$ cat config.mk
export PLATFORM = sky130hd
export DESIGN_NAME = l1a_ring_scheduler_flat
export DESIGN_NICKNAME = d
export VERILOG_FILES = /design/src/rtl/l1a_ring_scheduler_if.sv /design/src/rtl/l1a_ring_scheduler.sv /design/src/flat_wrapper.sv
export SDC_FILE = /design/constraint.sdc
export NUM_CORES = 1
export LEC_CHECK = 0
export CAP_MARGIN = 20
export CORE_ASPECT_RATIO = 0.7
export CORE_MARGIN = 4
export CORE_UTILIZATION = 40
export CTS_CLUSTER_DIAMETER = 100
export DETAILED_ROUTE_END_ITERATION = 8
export SLEW_MARGIN = 20
export SYNTH_ARGS = -nofsm -noshare
export SYNTH_HDL_FRONTEND = slang
export SYNTH_SLANG_ARGS = --single-unit
$ cat constraint.sdc
create_clock -name CLK -period 11 [get_ports CLK]
set_clock_uncertainty 0.2 [all_clocks]
set_input_delay 3.3 -clock CLK [delete_from_list [all_inputs] [get_ports CLK]]
set_output_delay 3.3 -clock CLK [all_outputs]
set_load 0.01 [all_outputs]
$ cat src/rtl/l1a_ring_scheduler_if.sv
// Bundle of trigger, ring-pointer and readout-FSM signals around the L1A ring scheduler.
// The slave modport is the scheduler. The master modport is whoever drives the trigger
// and the readout FSM controls.
interface l1a_ring_scheduler_if #(
  parameter int ADDR_W = 7
);
  // Inputs: trigger and ring write pointer
  logic              L1A;
  logic [ADDR_W-1:0] WR_ADDR;
  logic [ADDR_W-1:0] L1A_LATENCY;

  // Inputs: readout FSM controls
  logic              LD_ADDR;
  logic              RD;
  logic              NXT_L1A;
  logic              CLR_ERR;

  // Outputs: scheduler state
  logic [ADDR_W-1:0] RD_PTR;
  logic [11:0]       HEAD_L1A_NUM;
  logic              L1A_BUF_MT;
  logic              L1A_BUF_FULL;
  logic              RING_AMT;
  logic [11:0]       L1A_CNT;
  logic [7:0]        DROP_CNT;
  logic              L1A_OVFL;
  logic              POP_ERR;

  modport master (
    output L1A, WR_ADDR, L1A_LATENCY, LD_ADDR, RD, NXT_L1A, CLR_ERR,
    input  RD_PTR, HEAD_L1A_NUM, L1A_BUF_MT, L1A_BUF_FULL, RING_AMT,
           L1A_CNT, DROP_CNT, L1A_OVFL, POP_ERR
  );

  modport slave (
    input  L1A, WR_ADDR, L1A_LATENCY, LD_ADDR, RD, NXT_L1A, CLR_ERR,
    output RD_PTR, HEAD_L1A_NUM, L1A_BUF_MT, L1A_BUF_FULL, RING_AMT,
           L1A_CNT, DROP_CNT, L1A_OVFL, POP_ERR
  );
endinterface

$ cat src/rtl/l1a_ring_scheduler.sv
// L1A ring scheduler.
// Every L1A queues the event start address (write pointer minus trigger latency) together
// with the L1A number in a small first-word-fall-through FIFO. The queue head is served to
// the readout FSM. The block owns the ring read pointer and produces the readout FSM's
// L1A_BUF_MT and RING_AMT inputs.
module l1a_ring_scheduler #(
  parameter int ADDR_W      = 7,
  parameter int QDEPTH_LOG2 = 3,
  parameter int AMT_THRESH  = 2
) (
  input  logic                  CLK,
  input  logic                  RST_N,
  l1a_ring_scheduler_if.slave   bus
);

  localparam int                 QDEPTH     = 1 << QDEPTH_LOG2;
  localparam logic [QDEPTH_LOG2:0] CNT_FULL = (QDEPTH_LOG2 + 1)'(QDEPTH);
  localparam logic [QDEPTH_LOG2:0] CNT_ONE  = (QDEPTH_LOG2 + 1)'(1);
  localparam logic [QDEPTH_LOG2-1:0] PTR_ONE = QDEPTH_LOG2'(1);
  localparam logic [ADDR_W-1:0]  ADDR_ONE   = ADDR_W'(1);
  localparam logic [ADDR_W-1:0]  AMT_LIMIT  = ADDR_W'(AMT_THRESH);

  // Queue storage. The queue is small, so the head is read combinationally (FWFT).
  logic [ADDR_W-1:0] addr_mem [QDEPTH];
  logic [11:0]       num_mem  [QDEPTH];

  logic [QDEPTH_LOG2-1:0] q_wr_ptr_reg, q_rd_ptr_reg, q_rd_ptr_next;
  logic [QDEPTH_LOG2:0]   q_cnt_reg, q_cnt_next;

  logic [ADDR_W-1:0] rd_ptr_reg;
  logic [11:0]       head_num_reg, head_num_next;
  logic              buf_mt_reg, buf_full_reg, ring_amt_reg;
  logic [11:0]       l1a_cnt_reg;
  logic [7:0]        drop_cnt_reg;
  logic              ovfl_reg, pop_err_reg;

  logic              q_not_empty, q_full;
  logic              pop_ok, push_ok, drop_evt, pop_err_evt;
  logic [ADDR_W-1:0] push_addr, head_addr, ring_dist;

  assign q_not_empty = (q_cnt_reg != '0);
  assign q_full      = (q_cnt_reg == CNT_FULL);

  // A pop frees a slot in the same cycle, so a push into a full queue that is popping is not a drop.
  assign pop_ok      = bus.NXT_L1A && q_not_empty;
  assign pop_err_evt = bus.NXT_L1A && !q_not_empty;
  assign push_ok     = bus.L1A && (!q_full || pop_ok);
  assign drop_evt    = bus.L1A && !push_ok;

  assign push_addr   = bus.WR_ADDR - bus.L1A_LATENCY;
  assign head_addr   = q_not_empty ? addr_mem[q_rd_ptr_reg] : '0;
  assign ring_dist   = bus.WR_ADDR - rd_ptr_reg;

  // Next queue count, next read pointer and the number that will sit at the head next cycle.
  always_comb begin
    q_cnt_next    = q_cnt_reg;
    q_rd_ptr_next = q_rd_ptr_reg;
    head_num_next = head_num_reg;
    if (push_ok && !pop_ok) begin
      q_cnt_next = q_cnt_reg + CNT_ONE;
    end else if (pop_ok && !push_ok) begin
      q_cnt_next = q_cnt_reg - CNT_ONE;
    end
    if (pop_ok) begin
      q_rd_ptr_next = q_rd_ptr_reg + PTR_ONE;
    end
    // The slot about to be written has not been committed to memory yet, so forward it.
    if (q_cnt_next != '0) begin
      if (push_ok && (q_rd_ptr_next == q_wr_ptr_reg)) begin
        head_num_next = l1a_cnt_reg;
      end else begin
        head_num_next = num_mem[q_rd_ptr_next];
      end
    end
  end

  // Queue storage write. The contents need no reset because the count gates every read.
  always_ff @(posedge CLK) begin
    if (push_ok) begin
      addr_mem[q_wr_ptr_reg] <= push_addr;
      num_mem[q_wr_ptr_reg]  <= l1a_cnt_reg;
    end
  end

  // Queue pointers, occupancy and the registered empty/full/head outputs.
  always_ff @(posedge CLK or negedge RST_N) begin
    if (!RST_N) begin
      q_wr_ptr_reg <= '0;
      q_rd_ptr_reg <= '0;
      q_cnt_reg    <= '0;
      buf_mt_reg   <= 1'b1;
      buf_full_reg <= 1'b0;
      head_num_reg <= '0;
    end else begin
      if (push_ok) begin
        q_wr_ptr_reg <= q_wr_ptr_reg + PTR_ONE;
      end
      q_rd_ptr_reg <= q_rd_ptr_next;
      q_cnt_reg    <= q_cnt_next;
      buf_mt_reg   <= (q_cnt_next == '0);
      buf_full_reg <= (q_cnt_next == CNT_FULL);
      head_num_reg <= head_num_next;
    end
  end

  // Ring read pointer. A load from the queue head takes priority over a word advance.
  always_ff @(posedge CLK or negedge RST_N) begin
    if (!RST_N) begin
      rd_ptr_reg <= '0;
    end else if (bus.LD_ADDR) begin
      rd_ptr_reg <= head_addr;
    end else if (bus.RD) begin
      rd_ptr_reg <= rd_ptr_reg + ADDR_ONE;
    end
  end

  // Ring almost-empty flag: the unread distance from the read to the write pointer is small.
  always_ff @(posedge CLK or negedge RST_N) begin
    if (!RST_N) begin
      ring_amt_reg <= 1'b0;
    end else begin
      ring_amt_reg <= (ring_dist <= AMT_LIMIT);
    end
  end

  // Trigger counter, drop counter and sticky error flags. A new event wins over a clear.
  always_ff @(posedge CLK or negedge RST_N) begin
    if (!RST_N) begin
      l1a_cnt_reg  <= '0;
      drop_cnt_reg <= '0;
      ovfl_reg     <= 1'b0;
      pop_err_reg  <= 1'b0;
    end else begin
      if (bus.L1A) begin
        l1a_cnt_reg <= l1a_cnt_reg + 12'd1;
      end
      if (bus.CLR_ERR) begin
        drop_cnt_reg <= drop_evt ? 8'd1 : 8'd0;
      end else if (drop_evt && (drop_cnt_reg != 8'hFF)) begin
        drop_cnt_reg <= drop_cnt_reg + 8'd1;
      end
      if (drop_evt) begin
        ovfl_reg <= 1'b1;
      end else if (bus.CLR_ERR) begin
        ovfl_reg <= 1'b0;
      end
      if (pop_err_evt) begin
        pop_err_reg <= 1'b1;
      end else if (bus.CLR_ERR) begin
        pop_err_reg <= 1'b0;
      end
    end
  end

  assign bus.RD_PTR       = rd_ptr_reg;
  assign bus.HEAD_L1A_NUM = head_num_reg;
  assign bus.L1A_BUF_MT   = buf_mt_reg;
  assign bus.L1A_BUF_FULL = buf_full_reg;
  assign bus.RING_AMT     = ring_amt_reg;
  assign bus.L1A_CNT      = l1a_cnt_reg;
  assign bus.DROP_CNT     = drop_cnt_reg;
  assign bus.L1A_OVFL     = ovfl_reg;
  assign bus.POP_ERR      = pop_err_reg;

endmodule

$ cat src/flat_wrapper.sv
// flat-port wrapper written by rule: the top's interface ports become plain ports
module l1a_ring_scheduler_flat 
#(
  parameter int ADDR_W      = 7,
  parameter int QDEPTH_LOG2 = 3,
  parameter int AMT_THRESH  = 2
)
  (CLK, RST_N, bus_L1A, bus_WR_ADDR, bus_L1A_LATENCY, bus_LD_ADDR, bus_RD, bus_NXT_L1A, bus_CLR_ERR, bus_RD_PTR, bus_HEAD_L1A_NUM, bus_L1A_BUF_MT, bus_L1A_BUF_FULL, bus_RING_AMT, bus_L1A_CNT, bus_DROP_CNT, bus_L1A_OVFL, bus_POP_ERR);
  l1a_ring_scheduler_if #(.ADDR_W(ADDR_W)) bus_i ();
  input  logic CLK;
  input  logic RST_N;
  input wire logic [$bits(bus_i.L1A)-1:0] bus_L1A;
  input wire logic [$bits(bus_i.WR_ADDR)-1:0] bus_WR_ADDR;
  input wire logic [$bits(bus_i.L1A_LATENCY)-1:0] bus_L1A_LATENCY;
  input wire logic [$bits(bus_i.LD_ADDR)-1:0] bus_LD_ADDR;
  input wire logic [$bits(bus_i.RD)-1:0] bus_RD;
  input wire logic [$bits(bus_i.NXT_L1A)-1:0] bus_NXT_L1A;
  input wire logic [$bits(bus_i.CLR_ERR)-1:0] bus_CLR_ERR;
  output wire logic [$bits(bus_i.RD_PTR)-1:0] bus_RD_PTR;
  output wire logic [$bits(bus_i.HEAD_L1A_NUM)-1:0] bus_HEAD_L1A_NUM;
  output wire logic [$bits(bus_i.L1A_BUF_MT)-1:0] bus_L1A_BUF_MT;
  output wire logic [$bits(bus_i.L1A_BUF_FULL)-1:0] bus_L1A_BUF_FULL;
  output wire logic [$bits(bus_i.RING_AMT)-1:0] bus_RING_AMT;
  output wire logic [$bits(bus_i.L1A_CNT)-1:0] bus_L1A_CNT;
  output wire logic [$bits(bus_i.DROP_CNT)-1:0] bus_DROP_CNT;
  output wire logic [$bits(bus_i.L1A_OVFL)-1:0] bus_L1A_OVFL;
  output wire logic [$bits(bus_i.POP_ERR)-1:0] bus_POP_ERR;
  assign bus_i.L1A = bus_L1A;
  assign bus_i.WR_ADDR = bus_WR_ADDR;
  assign bus_i.L1A_LATENCY = bus_L1A_LATENCY;
  assign bus_i.LD_ADDR = bus_LD_ADDR;
  assign bus_i.RD = bus_RD;
  assign bus_i.NXT_L1A = bus_NXT_L1A;
  assign bus_i.CLR_ERR = bus_CLR_ERR;
  assign bus_RD_PTR = bus_i.RD_PTR;
  assign bus_HEAD_L1A_NUM = bus_i.HEAD_L1A_NUM;
  assign bus_L1A_BUF_MT = bus_i.L1A_BUF_MT;
  assign bus_L1A_BUF_FULL = bus_i.L1A_BUF_FULL;
  assign bus_RING_AMT = bus_i.RING_AMT;
  assign bus_L1A_CNT = bus_i.L1A_CNT;
  assign bus_DROP_CNT = bus_i.DROP_CNT;
  assign bus_L1A_OVFL = bus_i.L1A_OVFL;
  assign bus_POP_ERR = bus_i.POP_ERR;
  l1a_ring_scheduler #(.ADDR_W(ADDR_W), .QDEPTH_LOG2(QDEPTH_LOG2), .AMT_THRESH(AMT_THRESH)) u_core (.CLK(CLK), .RST_N(RST_N), .bus(bus_i));
endmodule
==> impl_results.md <==
* Syn Nets at around 830
* Fraction of the mapped netlist area in simple logic gates at 0.0999
* Type of origin of the critical path: input pin
* Worst-Skew Late Latency at 0.50 ns
* Number of global-route vias before repair at ~6.3k
* WL/cell at around 22 um
* CTS-repair resized insts at 0
* Register name with the most flops: u_core.num_mem
* Max Cap Viol at 0
* DP HPWL at roughly 18000 um
* Hold path start: u_core.bus.POP_ERR
* Largest register FFs at between 90 and 100
* Share of post-route cells with drive strength above 1 at 0.109
* Synthesized flop and latch total at about 210
* Post-CTS Setup Bufs at 0
* Hold Path Class: reg2reg
* Least-Margin Pin Slew at around 1.0 ns
* Via count at around 6.7k
* Synth Area in Compound Gates at 0.107
* WL final at ~26000 um
* CTS tree: built
* Hold_buf cts at 0
* Yosys warns at 0
* Mapped Cells at around 800
* ANT cells at 0
* Clk sinks at 206
* Post-synth EDFFs at 152
* Netlist cell types at 62
* Clk root buf: clkbuf_16
* Pre-CTS worst setup slack at 3.79 ns
* Core area at roughly 0.025 sq mm
* Antenna Nets Post-Route at 0
* Worst r2r src: u_core.q_cnt_reg[0]
* Sequential fraction of the synthesis area at 0.583
* Final worst slack at ~4.3 ns
* RSZ-0062 raised after global routing: no
* Height of the die at 141 um
* Dominant cell type by area after synthesis: edfxtp_1
* Portion of netlist area occupied by mux cells at 0.112
* RePlAce Congestion at approximately 0.89
* Setup violators final at 0
* Vias per cell at roughly 5.7
* Worst setup path start: bus_NXT_L1A
* PwrDens at 276 mW/mm^2
* Ports at 65
* Die area at between 0.02 and 0.03 sq mm
* Slew Limit Fails at 0
* Slew Limit Headroom at 0.312
* Crit Path Category: in2reg
* Buffers on Ports at between 60 and 70
* Fin nets at 874
* Pre-antenna DRT Iters at 5
* Regs by FF count: u_core.num_mem: 96 flops, u_core.addr_mem: 56 flops
* Clock Tree Buf Depth at 3
* Ys async rst share at 0.262
* Rows at 48
* # DRC at 0
* Syn_area_per_cell at about 13 sq um
* Post-Synth Adder-Cell Area at 0.0286
* Post-synth top area share at 0.450
* Crit path DAT at about 6.9 ns
* H-tree depth at 1
* Setup crit end kind: register
* Fin. Hold Viols at 0
* Num CTS Buffers at 21
* Static leakage at 4.17 nW
* Pin count of the biggest net entering global routing at 56
* Outcome: completed
* Final min period at roughly 6.7 ns
* Clk slew on worst S/H paths at ~0.060 ns
* Setup TNS at 0 ns
* Final period util at 0.610
* Die W at a little under 200 um
* Cell area after synthesis at slightly above 0.01 sq mm
* All-Layer GR Usage at 0.187
* Ys flop type: edfxtp_1
* First-pass GRT wire length at about 40000 um
* Maximum vdd drop at 0.169 mV
* GRT overflow at 0
* Max Freq at roughly 150 MHz
* Initial antenna violation count at 0
* Main combinational cell family by area after synthesis: multiplexers
* Worst Path Required at ~11 ns
* XOR/XNOR Fraction of Synth Area at 0.0328
* CP Max Fanout at 35
* Synth top area cells: edfxtp_1 45%, dfrtp_1 13%, mux2i_1 6.5%
* Area grow syn2layout at 15.9%
* Iteration-0 DRC Markers at 560
* Starting Density at 0.409
## power by group
group | internal [W] | leakage, nW | switching (W) | total (W)
sequential | 0.00104 | 2.03 | 0.000216 | 0.00126
combinational | 0.000570 | 1.83 | 0.000741 | 0.00131
clock | 0.000377 | 0.313 | 0.000297 | 0.000674
## routing by layer
layer,routed length (um),track usage,up-vias
met1,13200,0.312,3332
met5,0,0,-
met3,1830,0.0370,28
met4,401,0.0337,0
li1,-,-,3096
met2,10700,0.254,228
## cell usage in the layout (no fill, tap or decap), types with 6 or more instances in the layout
| cell | count |
|---|---|
| a31oi_1 | 12 |
| xnor2_1 | 27 |
| clkbuf_16 | 21 |
| nor2_1 | 20 |
| inv_1 | 40 |
| mux2i_1 | 66 |
| ha_1 | 19 |
| nand2_1 | 58 |
| mux4_2 | 14 |
| buf_4 | 14 |
| nand3_1 | 17 |
| nor2b_1 | 36 |
| clkdlybuf4s50_1 | 63 |
| o211ai_1 | 13 |
| mux2_2 | 13 |
| a21oi_1 | 10 |
| nor4_1 | 13 |
| nand2b_1 | 6 |
| clkinv_2 | 6 |
| nand4_1 | 7 |
| a221oi_1 | 11 |
| a211oi_1 | 33 |
| o21ai_0 | 6 |
| xor2_1 | 11 |
| o22ai_1 | 7 |
| o311ai_0 | 11 |
| a311o_1 | 11 |
| edfxtp_1 | 152 |
| dfrtp_1 | 52 |
## per-stage QoR
| stage | std cells | total power [W] | hold WS (ns) | util | area (sq um) |
|---|---|---|---|---|---|
| CTS | 1170 | 0.00325 | 0.332 | 0.473 | 11700 |
| global route | 1171 | 0.00343 | 0.378 | 0.474 | 11800 |
| detailed placement | 1132 | 0.00258 | 0.320 | 0.448 | 11100 |
| global placement | 1132 | 0.00256 | 0.316 | 0.448 | 11100 |
| finish | 1171 | 0.00324 | 0.327 | 0.474 | 11800 |
| floorplan | 782 | 0.00212 | 0.349 | - | 10100 |
## logic make-up after synthesis
family                   Yosys count
adder cells (fa/ha/maj)           22
XOR/XNOR                          38
AND/OR/NAND/NOR                  190
flip-flops                       206
buffers and inverters             93
AO/OA/AOI/OAI                    139
multiplexers                      94
## worst max-delay path, cell delays in order
cell and delay [ns]:
clkdlybuf4s50_1 0.45, buf_4 0.35, a21bo_2 0.19, o211a_1 0.77
inv_1 0.64, a2111oi_0 0.51, nor4_1 0.12, mux2_1 0.30
mux2_2 0.26
## cell usage after synthesis, types with 3 or more instances
| cell type | instances |
|---|---|
| a2111oi_0 | 4 |
| a211oi_1 | 33 |
| a21o_1 | 4 |
| a21oi_1 | 10 |
| a221oi_1 | 11 |
| a311o_1 | 11 |
| a31oi_1 | 12 |
| and2_1 | 3 |
| and3_1 | 4 |
| buf_1 | 15 |
| buf_2 | 6 |
| clkbuf_1 | 28 |
| dfrtp_1 | 53 |
| edfxtp_1 | 152 |
| ha_1 | 20 |
| inv_1 | 40 |
| mux2_2 | 13 |
| mux2i_1 | 66 |
| mux4_2 | 14 |
| nand2_1 | 58 |
| nand2b_1 | 6 |
| nand3_1 | 17 |
| nand4_1 | 7 |
| nor2_1 | 23 |
| nor2b_1 | 36 |
| nor3_1 | 7 |
| nor4_1 | 14 |
| o2111a_1 | 4 |
| o211ai_1 | 13 |
| o21ai_0 | 6 |
| o22ai_1 | 7 |
| o311ai_0 | 11 |
| xnor2_1 | 27 |
| xor2_1 | 11 |
## area by class of cell
cell class / instances / area [sq um]
multi-input cells: 483 / 3890
repair buffers: 79 / 752
fillers: 2232 / 13000
well taps: 325 / 407
inverters: 40 / 150
clock inverters: 13 / 100
clock buffers: 25 / 541
flip-flops and latches: 206 / 5920
## path summary, 6_finish.rpt
| path | endpoint | slack, ns | cells after the start |
|---|---|---|---|
| max in group asynchronous | u_core.q_rd_ptr_reg[1] | 7.33 | 2 |
| min reg2reg | u_core.bus.POP_ERR | 0.33 | 2 |
| max reg2reg | u_core.bus.HEAD_L1A_NUM[11] | 6.60 | 8 |
| min | u_core.bus.POP_ERR | 0.33 | 2 |
| min in group asynchronous | u_core.bus.L1A_BUF_FULL | 2.75 | 2 |
| max | u_core.bus.HEAD_L1A_NUM[11] | 4.29 | 9 |
Power figures use the tool's default switching activity.
